## src/rtl/mdu_sched_if.sv

```systemverilog
// mdu_sched_if: execute-stage request, multiply/divide unit handshake and
// HI/LO write-back signals of the mul/div sequencing controller.
// master = surrounding pipeline and units, slave = mdu_sched.
interface mdu_sched_if #(
    parameter int DATA_W = 32,
    parameter int CNT_W  = 6
);
    logic                req_valid;
    logic                req_is_div;
    logic                req_sign;
    logic [DATA_W-1:0]   req_a;
    logic [DATA_W-1:0]   req_b;
    logic                flush;
    logic                is_busbusy;
    logic                stall_o;
    logic                mul_start;
    logic                div_start;
    logic                op_sign;
    logic [DATA_W-1:0]   op_a;
    logic [DATA_W-1:0]   op_b;
    logic                mul_done;
    logic [2*DATA_W-1:0] mul_result;
    logic                div_done;
    logic [2*DATA_W-1:0] div_result;
    logic                hilo_we;
    logic [DATA_W-1:0]   hi_wdata;
    logic [DATA_W-1:0]   lo_wdata;
    logic [CNT_W-1:0]    last_lat;

    modport master (
        output req_valid, req_is_div, req_sign, req_a, req_b,
        output flush, is_busbusy,
        output mul_done, mul_result, div_done, div_result,
        input  stall_o, mul_start, div_start, op_sign, op_a, op_b,
        input  hilo_we, hi_wdata, lo_wdata, last_lat
    );

    modport slave (
        input  req_valid, req_is_div, req_sign, req_a, req_b,
        input  flush, is_busbusy,
        input  mul_done, mul_result, div_done, div_result,
        output stall_o, mul_start, div_start, op_sign, op_a, op_b,
        output hilo_we, hi_wdata, lo_wdata, last_lat
    );
endinterface

```

## src/rtl/mdu_sched.sv

```systemverilog
// mdu_sched: sequencing controller for the shared multi-cycle multiply/divide
// unit behind the execute stage. Accepts one request, pulses the selected
// unit's start, waits for its done, buffers {hi,lo} and writes HI/LO when the
// bus is free. Flushed operations are drained and their result discarded.
// Optional build macro: MDU_DIV0_FAST_EN -- a divide by zero bypasses the
// divider and writes hi = dividend, lo = all-ones directly.
module mdu_sched #(
    parameter int DATA_W = 32,
    parameter int CNT_W  = 6
) (
    input  logic       clk,
    input  logic       reset,
    mdu_sched_if.slave bus
);

    typedef enum logic [2:0] {
        S_IDLE,
        S_START,
        S_BUSY,
        S_WB,
        S_DRAIN
    } state_t;

    state_t              state;
    state_t              state_d;

    logic                is_div_q;
    logic                sign_q;
    logic [DATA_W-1:0]   a_q;
    logic [DATA_W-1:0]   b_q;
    logic [DATA_W-1:0]   hi_q;
    logic [DATA_W-1:0]   lo_q;
    logic [CNT_W-1:0]    cnt_q;
    logic [CNT_W-1:0]    lat_q;
    logic [CNT_W-1:0]    cnt_inc;

    logic                accept;
    logic                capture;
    logic                drop;
    logic                div0_fast;
    logic                unit_done;
    logic [2*DATA_W-1:0] unit_result;

    logic                stall;
    logic                mul_start;
    logic                div_start;
    logic                hilo_we;

`ifdef MDU_DIV0_FAST_EN
    assign div0_fast = bus.req_is_div && (bus.req_b == '0);
`else
    assign div0_fast = 1'b0;
`endif

    // Only the unit that was started is listened to; the other one's done is ignored.
    assign unit_done   = is_div_q ? bus.div_done   : bus.mul_done;
    assign unit_result = is_div_q ? bus.div_result : bus.mul_result;

    // The done cycle itself counts, so last_lat is the START-to-done distance.
    assign cnt_inc = (cnt_q == '1) ? cnt_q : cnt_q + CNT_W'(1);

    // State register.
    always_ff @(posedge clk) begin
        if (reset) begin
            state <= S_IDLE;
        end else begin
            state <= state_d;
        end
    end

    // Next-state and control decode.
    always_comb begin
        state_d   = state;
        stall     = 1'b0;
        mul_start = 1'b0;
        div_start = 1'b0;
        hilo_we   = 1'b0;
        accept    = 1'b0;
        capture   = 1'b0;
        drop      = 1'b0;
        case (state)
            S_IDLE: begin
                stall = bus.req_valid;
                if (bus.req_valid && !bus.flush) begin
                    accept  = 1'b1;
                    state_d = div0_fast ? S_WB : S_START;
                end
            end
            S_START: begin
                stall     = 1'b1;
                mul_start = !is_div_q;
                div_start = is_div_q;
                state_d   = bus.flush ? S_DRAIN : S_BUSY;
            end
            S_BUSY: begin
                stall = 1'b1;
                if (bus.flush) begin
                    state_d = S_DRAIN;
                end else if (unit_done) begin
                    capture = 1'b1;
                    state_d = S_WB;
                end
            end
            S_WB: begin
                stall = bus.is_busbusy;
                if (bus.flush) begin
                    drop    = 1'b1;
                    state_d = S_IDLE;
                end else if (!bus.is_busbusy) begin
                    hilo_we = 1'b1;
                    state_d = S_IDLE;
                end
            end
            S_DRAIN: begin
                stall = bus.req_valid;
                if (unit_done) begin
                    state_d = S_IDLE;
                end
            end
            default: begin
                state_d = S_IDLE;
            end
        endcase
    end

    // Operand latch, latency counter and result buffer.
    always_ff @(posedge clk) begin
        if (reset) begin
            is_div_q <= 1'b0;
            sign_q   <= 1'b0;
            a_q      <= '0;
            b_q      <= '0;
            hi_q     <= '0;
            lo_q     <= '0;
            cnt_q    <= '0;
            lat_q    <= '0;
        end else begin
            if (accept) begin
                is_div_q <= bus.req_is_div;
                sign_q   <= bus.req_sign;
                a_q      <= bus.req_a;
                b_q      <= bus.req_b;
                cnt_q    <= '0;
                if (div0_fast) begin
                    hi_q  <= bus.req_a;
                    lo_q  <= '1;
                    lat_q <= '0;
                end
            end
            if (state == S_BUSY) begin
                cnt_q <= cnt_inc;
            end
            if (capture) begin
                hi_q  <= unit_result[2*DATA_W-1:DATA_W];
                lo_q  <= unit_result[DATA_W-1:0];
                lat_q <= cnt_inc;
            end
            if (drop) begin
                hi_q <= '0;
                lo_q <= '0;
            end
        end
    end

    assign bus.stall_o   = stall;
    assign bus.mul_start = mul_start;
    assign bus.div_start = div_start;
    assign bus.hilo_we   = hilo_we;
    assign bus.op_sign   = sign_q;
    assign bus.op_a      = a_q;
    assign bus.op_b      = b_q;
    assign bus.hi_wdata  = hi_q;
    assign bus.lo_wdata  = lo_q;
    assign bus.last_lat  = lat_q;

endmodule

```

## src/flat_wrapper.sv

```systemverilog
// flat-port wrapper written by rule: the top's interface ports become plain ports
module mdu_sched_flat 
#(
    parameter int DATA_W = 32,
    parameter int CNT_W  = 6
)
  (clk, reset, bus_req_valid, bus_req_is_div, bus_req_sign, bus_req_a, bus_req_b, bus_flush, bus_is_busbusy, bus_mul_done, bus_mul_result, bus_div_done, bus_div_result, bus_stall_o, bus_mul_start, bus_div_start, bus_op_sign, bus_op_a, bus_op_b, bus_hilo_we, bus_hi_wdata, bus_lo_wdata, bus_last_lat);
  mdu_sched_if #(.DATA_W(DATA_W), .CNT_W(CNT_W)) bus_i ();
  input  logic clk;
  input  logic reset;
  input wire logic [$bits(bus_i.req_valid)-1:0] bus_req_valid;
  input wire logic [$bits(bus_i.req_is_div)-1:0] bus_req_is_div;
  input wire logic [$bits(bus_i.req_sign)-1:0] bus_req_sign;
  input wire logic [$bits(bus_i.req_a)-1:0] bus_req_a;
  input wire logic [$bits(bus_i.req_b)-1:0] bus_req_b;
  input wire logic [$bits(bus_i.flush)-1:0] bus_flush;
  input wire logic [$bits(bus_i.is_busbusy)-1:0] bus_is_busbusy;
  input wire logic [$bits(bus_i.mul_done)-1:0] bus_mul_done;
  input wire logic [$bits(bus_i.mul_result)-1:0] bus_mul_result;
  input wire logic [$bits(bus_i.div_done)-1:0] bus_div_done;
  input wire logic [$bits(bus_i.div_result)-1:0] bus_div_result;
  output wire logic [$bits(bus_i.stall_o)-1:0] bus_stall_o;
  output wire logic [$bits(bus_i.mul_start)-1:0] bus_mul_start;
  output wire logic [$bits(bus_i.div_start)-1:0] bus_div_start;
  output wire logic [$bits(bus_i.op_sign)-1:0] bus_op_sign;
  output wire logic [$bits(bus_i.op_a)-1:0] bus_op_a;
  output wire logic [$bits(bus_i.op_b)-1:0] bus_op_b;
  output wire logic [$bits(bus_i.hilo_we)-1:0] bus_hilo_we;
  output wire logic [$bits(bus_i.hi_wdata)-1:0] bus_hi_wdata;
  output wire logic [$bits(bus_i.lo_wdata)-1:0] bus_lo_wdata;
  output wire logic [$bits(bus_i.last_lat)-1:0] bus_last_lat;
  assign bus_i.req_valid = bus_req_valid;
  assign bus_i.req_is_div = bus_req_is_div;
  assign bus_i.req_sign = bus_req_sign;
  assign bus_i.req_a = bus_req_a;
  assign bus_i.req_b = bus_req_b;
  assign bus_i.flush = bus_flush;
  assign bus_i.is_busbusy = bus_is_busbusy;
  assign bus_i.mul_done = bus_mul_done;
  assign bus_i.mul_result = bus_mul_result;
  assign bus_i.div_done = bus_div_done;
  assign bus_i.div_result = bus_div_result;
  assign bus_stall_o = bus_i.stall_o;
  assign bus_mul_start = bus_i.mul_start;
  assign bus_div_start = bus_i.div_start;
  assign bus_op_sign = bus_i.op_sign;
  assign bus_op_a = bus_i.op_a;
  assign bus_op_b = bus_i.op_b;
  assign bus_hilo_we = bus_i.hilo_we;
  assign bus_hi_wdata = bus_i.hi_wdata;
  assign bus_lo_wdata = bus_i.lo_wdata;
  assign bus_last_lat = bus_i.last_lat;
  mdu_sched #(.DATA_W(DATA_W), .CNT_W(CNT_W)) u_core (.clk(clk), .reset(reset), .bus(bus_i));
endmodule
```

## config.mk

```make
export PLATFORM = sky130hd
export DESIGN_NAME = mdu_sched_flat
export DESIGN_NICKNAME = d
export VERILOG_FILES = /design/src/rtl/mdu_sched_if.sv /design/src/rtl/mdu_sched.sv /design/src/flat_wrapper.sv
export SDC_FILE = /design/constraint.sdc
export NUM_CORES = 1
export LEC_CHECK = 0
export CAP_MARGIN = 15
export CELL_PAD_IN_SITES_DETAIL_PLACEMENT = 0
export CELL_PAD_IN_SITES_GLOBAL_PLACEMENT = 1
export CORE_MARGIN = 1
export CORE_UTILIZATION = 28
export CTS_CLUSTER_SIZE = 14
export DETAILED_ROUTE_END_ITERATION = 8
export HOLD_SLACK_MARGIN = 0.03
export PLACE_DENSITY_LB_ADDON = 0.1
export SYNTH_ARGS = -nofsm -noshare
export SYNTH_HDL_FRONTEND = slang
export SYNTH_SLANG_ARGS = --single-unit
```

## constraint.sdc

```tcl
create_clock -name clk -period 2.2 [get_ports clk]
set_clock_uncertainty 0.1 [all_clocks]
set_input_delay 0.66 -clock clk [delete_from_list [all_inputs] [get_ports clk]]
set_output_delay 0.66 -clock clk [all_outputs]
set_load 0.1 [all_outputs]
```

==> impl_metrics.tcl <==
set metrics [dict create \
    status "complete, no violations" \
    power_density_nw_per_um2 597 \
    max-cap-violations 0 \
    power_switching_uw 2180 \
    grt_setup_unrepaired "yes" \
    drtIter0Drc 170 \
    rows 54 \
    drive_gt1_frac 0.278 \
    crit_slowest_cell "dfxtp_4" \
    synthCells 681 \
    n_fill_cell 1939 \
    synth_top_area_cell "dfxtp_1" \
    area_delta_synth_final_pct 95.4 \
    cp_top_family "flip-flops" \
    peakVddDrop_v 0.000498 \
    start_util 0.286 \
    syn_avg_cell_area_um2 9.17 \
    wire_per_inst_um 15.7 \
    min_period_ps 2170 \
    synth.top_cells.by_count "dfxtp_1, nand2_1, nor2_1" \
    antenna_left 0 \
    cts_htree_levels 4 \
    diodes 0 \
    worst-setup-path-type "flop to output port" \
    gp_congestion 0.742 \
    core_area_um2 21800 \
    synthArstFlopShare 0 \
    final-seq-area_um2 2910 \
    drt_first_pass_iters 4 \
    cts_buffers 17 \
    leakagePower_uw 0.00429 \
    finalSetupViolations 0 \
    cts_sinks 145 \
    synth-seq-area-share 0.465 \
    p_clk_frac 0.389 \
    cts_tree "built" \
    synth.area.top_cells "dfxtp_1, a211oi_2, mux2i_1" \
    cp_slowest_stage_delay_ps 360 \
    clk_path_buf_depth 2 \
    dieHeight_um 151 \
    drv_slew 0 \
    crit_fanout 4 \
    whs_ps 389 \
    max-slew-margin-rel 0.606 \
    ys_ff_latch 145 \
    dr_total_vias 5925 \
    critPathCaptureType "output port" \
    postPlaceCellArea_um2 11600 \
    pin_count 340 \
    synth_most_common_cell "dfxtp_1" \
    crit_required_ps 1440 \
    critical_path_buf_inv_count 2 \
    globalRouteTotalUtil 0.175 \
    multi_input_area_um2 3110 \
    crit_chain "buf_6 -> o21ai_2 -> o311a_4 -> buf_12" \
    yosysUniqueCellTypes 40 \
    power.share.sequential 0.381 \
    wirelength_um 20600 \
    power_frac_comb 0.230 \
    root_buffer "clkbuf_16" \
    final_nets 1222 \
    grt_pass1_wl_um 30500 \
    yosysWarnings 0 \
    ys.flop_type "dfxtp_1" \
    final_cells 1313 \
    hpwl_um 15700 \
    syn-num-nets 883 \
    hold_violations 0 \
    tightest_slew_ps 590 \
    cp.arrival_ps 1410 \
    fmax_mhz 461 \
    sw_frac_of_total 0.299 \
    overflow 0 \
    hold_class "flop to flop" \
    vias_per_cell 4.51 \
    finalInstanceArea_um2 12200 \
    die_area_um2 22900 \
    dp.cells 1275 \
    postCtsHoldBufs 0 \
    grt_antenna_before_repair 0 \
    grt_max_degree 69 \
    synth-edff-count 0 \
    drc 0 \
    synth_top_cell_area_share 0.465 \
    period_share 0.987 \
    grt_pass1_vias 5587 \
    clkSlewWorstSetupHoldPaths_ps 60 \
    clock_latency_ps 410 \
    p_int_uw 5110 \
    placement.io_buffers 339 \
    critPathLaunchType "flop" \
    fp.dieW_um 151 \
    synth_area_um2 6250 \
]
## layer usage
metal	up-vias	share of wire	GRT usage
li1	3028	-	-
met1	2654	0.39	0.201
met2	226	0.48	0.292
met3	17	0.12	0.0762
met4	0	0.013	0.0545
met5	-	0	0
## worst reg2reg max path: cells and delay by family, from the launching register on
kind                   cells  cell delay, ps
and+or+nand+nor            2             920
buffers and inverters      3             400
DFF                        1             360
AOI/OAI and AO/OA          1              80
## repair_timing
item / in CTS / in global routing
endpoints found under the setup margin: 3 / 2
pin swaps: 4 / 2
setup buffers: 5 / 1
resized for setup: 19 / 4
## logic make-up after synthesis
| kind of cell | Yosys count | share of synthesized area |
|---|---|---|
| and+or+nand+nor | 253 | 0.171 |
| AOI/OAI and AO/OA | 155 | 0.202 |
| DFF | 145 | 0.465 |
| muxes | 67 | 0.108 |
| buffers and inverters | 58 | 0.0499 |
| xor gates and xnor gates | 2 | 0.00280 |
| adders and majority gates | 1 | 0.00200 |
## final timing paths
| check | start | end | slack [ps] | cells after the start |
|---|---|---|---|---|
| setup / recovery | u_core.state[0] | bus_stall_o | 30 | 4 |
| hold reg to reg | u_core.bus.op_a[6] | u_core.bus.op_a[6] | 390 | 2 |
| hold / removal | u_core.bus.op_a[6] | u_core.bus.op_a[6] | 390 | 2 |
| setup reg to reg | u_core.state[0] | u_core.cnt_q[1] | 260 | 6 |
## cell type report
cell class / count / share of cell area
timing repair buffer: 378 / 0.430
multi-input combinational: 478 / 0.255
sequential: 145 / 0.239
tap: 280 / 0.0287
clock inverter: 12 / 0.0100
clock buffer: 20 / 0.0374
## state kept, by name, indices dropped and copies added (netlist names)
name / flops
u_core.bus.hi_wdata: 32
u_core.bus.lo_wdata: 32
u_core.bus.op_a: 32
u_core.bus.op_b: 32
u_core.bus.last_lat: 6
u_core.cnt_q: 6
u_core.state: 3
u_core.bus.op_sign: 1
u_core.is_div_q: 1
## cell usage in the layout (no fill, tap or decap), drive strengths merged, types with 9 or more instances in the layout
master	netlist	layout
clkdlybuf4s50	0	196
dfxtp	145	145
clkbuf	25	21
buf	33	181
o21ai	9	9
a21oi	73	73
nor2	77	77
a211oi	66	66
mux2i	66	66
nand2	138	138
## per-stage QoR
stage	worst slack, ps	TNS, ps	total power [uW]	util
3_3_place_gp	-361	-26730	4520	0.529
6_report	28.9	0	7290	0.559
2_1_floorplan	-296	-400	3670	-
3_5_place_dp	-370	-32010	4520	0.529
5_1_grt	-28.0	-36.0	7590	0.559
4_1_cts	-27.1	-29.6	7410	0.559
## power by group through the flow
| stage | clock [uW] | combinational, uW | sequential, uW |
|---|---|---|---|
| floorplan | 0 | 362 | 3310 |
| global route | 3040 | 1770 | 2790 |
| finish | 2830 | 1680 | 2780 |
| detailed placement | 0 | 1690 | 2840 |
| global placement | 0 | 1680 | 2840 |
| CTS | 2930 | 1690 | 2780 |
Note: power is estimated with default switching activity, not from simulation.
